<file path="config.mk">
export PLATFORM = sky130hd
export DESIGN_NAME = race_lap_tracker
export DESIGN_NICKNAME = d
export VERILOG_FILES = /design/src/rtl/race_lap_tracker.sv
export SDC_FILE = /design/constraint.sdc
export NUM_CORES = 1
export LEC_CHECK = 0
export BUFFER_PORTS_ARGS = -buffer_cell sky130_fd_sc_hd__buf_4
export CAP_MARGIN = 10
export CORE_ASPECT_RATIO = 0.9
export CORE_UTILIZATION = 30
export DETAILED_ROUTE_END_ITERATION = 10
export GPL_TIMING_DRIVEN = 1
export PLACE_DENSITY_LB_ADDON = 0.05
export SLEW_MARGIN = 10
export SYNTH_ARGS = -nofsm -noshare
export SYNTH_HDL_FRONTEND = slang
export SYNTH_SLANG_ARGS = --single-unit
</file>
<file path="constraint.sdc">
create_clock -name clk -period 3.63 [get_ports clk]
set_clock_uncertainty 0.1 [all_clocks]
set_input_delay 0.363 -clock clk [delete_from_list [all_inputs] [get_ports clk]]
set_output_delay 0.363 -clock clk [all_outputs]
set_load 0.01 [all_outputs]
</file>
<file path="src/rtl/race_lap_tracker.sv">
// rtl/race_lap_tracker.sv - per-kart checkpoint sequencing, lap counting, lap timing and wrong-way detection
module race_lap_tracker #(
    parameter int                     NUM_CP     = 4,
    parameter int                     CP_W       = 3,
    parameter int                     NUM_LAPS   = 3,
    parameter logic [NUM_CP*40-1:0]   CP_RECTS   = '0,
    parameter int                     CLK_FREQ   = 100_000_000,
    parameter int                     TICK_HZ    = 120,
    parameter int                     TIMER_W    = 16,
    parameter logic [2:0]             RUN_STATE  = 3'd4,
    parameter logic [2:0]             IDLE_STATE = 3'd0
) (
    input  logic               clk,
    input  logic               rst,
    input  logic [2:0]         state,
    input  logic [9:0]         pos_x,
    input  logic [9:0]         pos_y,
    output logic [CP_W-1:0]    next_cp,
    output logic [3:0]         lap_count,
    output logic [TIMER_W-1:0] lap_time,
    output logic [TIMER_W-1:0] best_lap,
    output logic               cp_pulse,
    output logic               lap_pulse,
    output logic               wrong_way,
    output logic               finish
);

    localparam int               DIV      = CLK_FREQ / TICK_HZ;
    localparam int               DIV_W    = (DIV > 1) ? $clog2(DIV) : 1;
    localparam logic [DIV_W-1:0] DIV_LAST = DIV_W'(DIV - 1);
    localparam logic [CP_W-1:0]  LAST_CP  = CP_W'(NUM_CP - 1);
    localparam logic [3:0]       LAPS     = 4'(NUM_LAPS);

    logic [CP_W-1:0]    next_cp_q,   next_cp_d;
    logic [CP_W-1:0]    last_cp_q,   last_cp_d;
    logic [3:0]         lap_count_q, lap_count_d;
    logic [TIMER_W-1:0] lap_time_q,  lap_time_d;
    logic [TIMER_W-1:0] best_lap_q,  best_lap_d;
    logic [DIV_W-1:0]   div_q,       div_d;
    logic               cp_pulse_q,  cp_pulse_d;
    logic               lap_pulse_q, lap_pulse_d;
    logic               wrong_way_q, wrong_way_d;
    logic               finish_q,    finish_d;
    logic               armed_q,     armed_d;
    logic               visited_q,   visited_d;

    // Padded to a power of two so any CP_W-wide index selects a defined bit.
    logic [2**CP_W-1:0] in_vec;
    logic [CP_W-1:0]    prev_cp;
    logic               tick;
    logic               valid_hit;

    always_comb begin
        in_vec = '0;
        for (int k = 0; k < NUM_CP; k++) begin
            in_vec[k] = (pos_x >= CP_RECTS[40*k+30 +: 10]) && (pos_x <= CP_RECTS[40*k+20 +: 10]) &&
                        (pos_y >= CP_RECTS[40*k+10 +: 10]) && (pos_y <= CP_RECTS[40*k    +: 10]);
        end
    end

    assign prev_cp   = (last_cp_q == '0) ? LAST_CP : last_cp_q - 1'b1;
    assign tick      = (div_q == DIV_LAST);
    assign valid_hit = in_vec[next_cp_q] && armed_q && !finish_q;

    always_comb begin
        next_cp_d   = next_cp_q;
        last_cp_d   = last_cp_q;
        lap_count_d = lap_count_q;
        lap_time_d  = lap_time_q;
        best_lap_d  = best_lap_q;
        div_d       = div_q;
        cp_pulse_d  = 1'b0;
        lap_pulse_d = 1'b0;
        wrong_way_d = wrong_way_q;
        finish_d    = finish_q;
        armed_d     = armed_q;
        visited_d   = visited_q;

        if (state == IDLE_STATE) begin
            next_cp_d   = '0;
            last_cp_d   = '0;
            lap_count_d = '0;
            lap_time_d  = '0;
            div_d       = '0;
            wrong_way_d = 1'b0;
            finish_d    = 1'b0;
            armed_d     = 1'b1;
            visited_d   = 1'b0;
        end else if (state == RUN_STATE) begin
            div_d = tick ? '0 : div_q + 1'b1;
            if (tick && !finish_q && (lap_time_q != '1)) begin
                lap_time_d = lap_time_q + 1'b1;
            end
            if (!armed_q && !in_vec[last_cp_q]) begin
                armed_d = 1'b1;
            end

            if (valid_hit) begin
                cp_pulse_d  = 1'b1;
                last_cp_d   = next_cp_q;
                armed_d     = 1'b0;
                wrong_way_d = 1'b0;
                visited_d   = 1'b1;
                next_cp_d   = (next_cp_q == LAST_CP) ? '0 : next_cp_q + 1'b1;
                // Finish-line hit closes the lap; the registered time is the lap time.
                if (next_cp_q == LAST_CP) begin
                    lap_pulse_d = 1'b1;
                    lap_count_d = lap_count_q + 4'd1;
                    lap_time_d  = '0;
                    if (lap_time_q < best_lap_q) begin
                        best_lap_d = lap_time_q;
                    end
                    if (lap_count_q + 4'd1 == LAPS) begin
                        finish_d = 1'b1;
                    end
                end
            end else if (visited_q && in_vec[prev_cp]) begin
                wrong_way_d = 1'b1;
            end
        end
    end

    always_ff @(posedge clk) begin
        if (!rst) begin
            next_cp_q   <= '0;
            last_cp_q   <= '0;
            lap_count_q <= '0;
            lap_time_q  <= '0;
            best_lap_q  <= '1;
            div_q       <= '0;
            cp_pulse_q  <= 1'b0;
            lap_pulse_q <= 1'b0;
            wrong_way_q <= 1'b0;
            finish_q    <= 1'b0;
            armed_q     <= 1'b1;
            visited_q   <= 1'b0;
        end else begin
            next_cp_q   <= next_cp_d;
            last_cp_q   <= last_cp_d;
            lap_count_q <= lap_count_d;
            lap_time_q  <= lap_time_d;
            best_lap_q  <= best_lap_d;
            div_q       <= div_d;
            cp_pulse_q  <= cp_pulse_d;
            lap_pulse_q <= lap_pulse_d;
            wrong_way_q <= wrong_way_d;
            finish_q    <= finish_d;
            armed_q     <= armed_d;
            visited_q   <= visited_d;
        end
    end

    assign next_cp   = next_cp_q;
    assign lap_count = lap_count_q;
    assign lap_time  = lap_time_q;
    assign best_lap  = best_lap_q;
    assign cp_pulse  = cp_pulse_q;
    assign lap_pulse = lap_pulse_q;
    assign wrong_way = wrong_way_q;
    assign finish    = finish_q;

endmodule

</file>
==> impl_metrics.csv <==
group,metric,value,unit
pwr,power.density,359,nW/um^2
layout,nets,538,
timing,setup_viol,0,
clock_tree,cts_tree,"done",
logic_synthesis,netlist_area,3630,sq um
worst_setup_path,critical_path_class,"reg2reg",
clock_tree,clk_path_buf_depth,2,
worst_setup_path,worstPathCellList,"ha_1 > nor4bb_1 > nand4_1 > and4b_1 > o21ai_1",
layout,num_antenna_cells,0,
worst_setup_path,cpMaxStageDelayCell,"and4b_1",
logic_synthesis,synth_seq_cells,68,
layout,multi_input_area,2090,sq um
logic_synthesis,synthArstFlopShare,0,%
floorplan,initial_core_util,31.3,%
logic_synthesis,yosysSeqAreaShare,37.5,%
clock_tree,worstSkewPairLatency,0.33,ns
logic_synthesis,synth-main-ff-cell,"dfxtp_1",
clock_tree,holdBufCountCts,0,
global_route,grt_antenna_before_repair,0,
floorplan,die_w,118,um
worst_setup_path,rr_startpoint,"next_cp[0]$_SDFFE_PP0P_",
min_path,whs_path_depth,4,
drt,first_pass_iters,4,
floorplan,die_area,12600,sq um
logic_synthesis,syn_area_per_cell,8.57,sq um
global_route,grt_overflow_total,0,
drt,wl_per_cell,14.5,um
logic_synthesis,synth_edf_count,0,
worst_setup_path,r2r_cells,5,
timing,slew_violations,0,
drt,via_per_inst,4.98,
worst_setup_path,crit_buf_inv,0,
timing,max_slew_margin,38.4,%
worst_setup_path,cp-end-kind,"flop",
min_path,hold_start,"state[1]",
timing,tightest_slew,0.924,ns
min_path,min_to,"cp_pulse$_SDFF_PP0_",
logic_synthesis,synth_warnings,0,
clock_tree,cts-root-buf,"clkbuf_16",
pwr,irDropWorstVdd,0.000242,V
timing,period_minus_slack,2.81,ns
layout,nFillCells,1197,
floorplan,fp.dieH,106,um
global_route,track_usage,16.3,%
worst_setup_path,rrSetupSlack,0.82,ns
drt,drc,0,
drt,drt_iter0_drc,79,
worst_setup_path,start_kind,"flop",
worst_setup_path,r2r-end,"best_lap[6]$_SDFFE_PN1P_",
logic_synthesis,synth_cell_type_count,48,
run,max_cap_violations,0,
clock_tree,post_cts_buffers,0,
placement,io_buffers,67,
timing,final-hold-violation-count,0,
placement,gp_congestion,0.765,
floorplan,design.core.area,11600,sq um
timing,min_period_over_period,77.4,%
clock_tree,cts-resized-gates,0,
logic_synthesis,syn_inst,424,
clock_tree,cts_sinks,68,
worst_setup_path,critPathRequiredTime,3.72,ns
floorplan,rows,37,
drt,wl,9490,um
clock_tree,h-tree-depth,3,
pwr,power,0.00165,W
drt,num_vias,3251,
timing,rsz0062_at_grt,"false",
timing,fmax,356,MHz
floorplan,ios,68,
timing,tns,0,ns
pwr,leakage,1.91,nW
global_route,grt_max_degree,25,
layout,register_area,1360,sq um
logic_synthesis,syn-num-nets,470,
clock_tree,cts_inserted_buffers,9,
drt,drtAntennaViolNets,0,
global_route,grt_pass1_wl,16300,um
worst_setup_path,crit_arrival,2.90,ns
placement,dp_hpwl,6860,um
global_route,grt_pass1_vias,3180,
status,status,"completed",
worst_setup_path,cp_max_fo,16,
min_path,hp-class,"in2reg",
layout,syn2layout_area_growth,26.1,%
layout,drive_gt1_share,18.1,%
worst_setup_path,max_stage_delay,0.82,ns
worst_setup_path,crit_family,"simple AND/OR/NAND/NOR gates",
clock_tree,path_clk_slew,0.05,ns
## tightest hold or removal path, cell delays in order
cell and delay (ns):
buf_4 0.11, nor4b_2 0.07, nand3b_1 0.12, nor4_1 0.06
## cells in the final DEF, fill, tap and decap left out, types with 14 or more instances in the layout
master,synthesis,layout
inv_1,30,30
nor4_1,15,15
nor2b_1,16,16
ha_1,21,21
buf_4,0,72
o21ai_1,20,20
a21oi_1,19,19
nand2_1,21,21
dfxtp_1,68,68
xnor2_1,19,19
nor2_1,40,40
nand4_1,14,14
a41oi_1,17,17
nand3_1,17,17
## synth_stat cells (3+ instances only)
cell type / instances / share of area, %
o21ai_1: 20 / 2.8
nor2_1: 40 / 4.1
nor2b_1: 16 / 2.8
or3_1: 7 / 1.2
nand2_1: 21 / 2.2
mux2i_1: 7 / 1.9
clkbuf_1: 12 / 1.2
nand4bb_1: 3 / 0.93
xnor2_1: 19 / 4.6
o21ai_0: 5 / 0.69
ha_1: 21 / 7.2
a31oi_1: 4 / 0.69
nand4_1: 14 / 2.4
and2_1: 5 / 0.86
nor3_1: 9 / 1.2
xor2_1: 4 / 0.96
a21oi_1: 19 / 2.6
dfxtp_1: 68 / 37
inv_1: 30 / 3.1
o31ai_1: 8 / 1.7
nor4_1: 15 / 2.6
nand2b_1: 3 / 0.52
and3_1: 5 / 0.86
a41oi_1: 17 / 4.1
nand3_1: 17 / 2.3
or4_1: 9 / 1.9
## layer usage
layer / part of all wire (%) / wire length (um) / track usage, % / vias to the layer above
met2: 48 / 4520 / 26.8 / 38
met5: 0 / 0 / 0 / -
met1: 49 / 4630 / 20.8 / 1508
li1: - / - / - / 1700
met3: 2.8 / 265 / 4.24 / 5
met4: 0.82 / 78 / 4.67 / 0
## registers in the layout, indices dropped and copies added (netlist names)
signal	cells
armed_q	1
best_lap	16
cp_pulse	1
div_q	20
finish	1
lap_count	4
lap_pulse	1
lap_time	16
last_cp_q	3
next_cp	3
visited_q	1
wrong_way	1
## worst max path at each step
stage / endpoint / slack, ns / cells after the start / start
finish: best_lap[6]$_SDFFE_PN1P_ / 0.82 / 5 / next_cp[0]$_SDFFE_PP0P_
global route: best_lap[6]$_SDFFE_PN1P_ / 0.58 / 5 / next_cp[0]$_SDFFE_PP0P_
CTS: best_lap[6]$_SDFFE_PN1P_ / 0.77 / 5 / next_cp[0]$_SDFFE_PP0P_
detailed placement: best_lap[3]$_SDFFE_PN1P_ / 0.79 / 5 / next_cp[0]$_SDFFE_PP0P_
global placement: best_lap[8]$_SDFFE_PN1P_ / 0.84 / 5 / next_cp[0]$_SDFFE_PP0P_
floorplan: best_lap[10]$_SDFFE_PN1P_ / 1.30 / 7 / next_cp[0]$_SDFFE_PP0P_
## final cells by class
| type | instances | share of cell area, % |
|---|---|---|
| multi-input combinational | 311 | 45.7 |
| sequential | 68 | 29.7 |
| timing repair buffer | 72 | 11.8 |
| clock buffer | 14 | 5.32 |
| tap | 156 | 4.26 |
| inverter | 30 | 2.46 |
| clock inverter | 2 | 0.764 |
## report_power, final
part / switching (W) / leakage (nW) / internal (W) / total, W
logic: 0.0000311 / 1.22 / 0.0000282 / 0.0000593
clock network: 0.000305 / 0.135 / 0.000532 / 0.000837
registers: 0.00000225 / 0.548 / 0.000749 / 0.000751
## cell families (layout without fill, tap and decap cells)
| group | Yosys count | after routing | synth area share, % |
|---|---|---|---|
| AOI/OAI and AO/OA | 82 | 82 | 14.9 |
| xor gates and xnor gates | 23 | 23 | 5.54 |
| adders and majority gates | 21 | 21 | 7.23 |
| buffers and inverters | 45 | 118 | 4.92 |
| DFF | 68 | 68 | 37.5 |
| muxes | 7 | 7 | 1.93 |
| and+or+nand+nor | 178 | 178 | 28.1 |
## through the flow
step / cells / utilization [%] / area, sq um / hold WS [ns] / setup WS [ns]
after floorplan: 424 / - / 3630 / 0.339 / 1.30
after global placement: 637 / 37.0 / 4300 / 0.372 / 0.839
after detailed placement: 637 / 37.0 / 4300 / 0.367 / 0.788
after CTS: 653 / 39.4 / 4580 / 0.331 / 0.772
after global routing: 653 / 39.4 / 4580 / 0.384 / 0.584
final: 653 / 39.4 / 4580 / 0.335 / 0.820
Power figures use the tool's default switching activity.
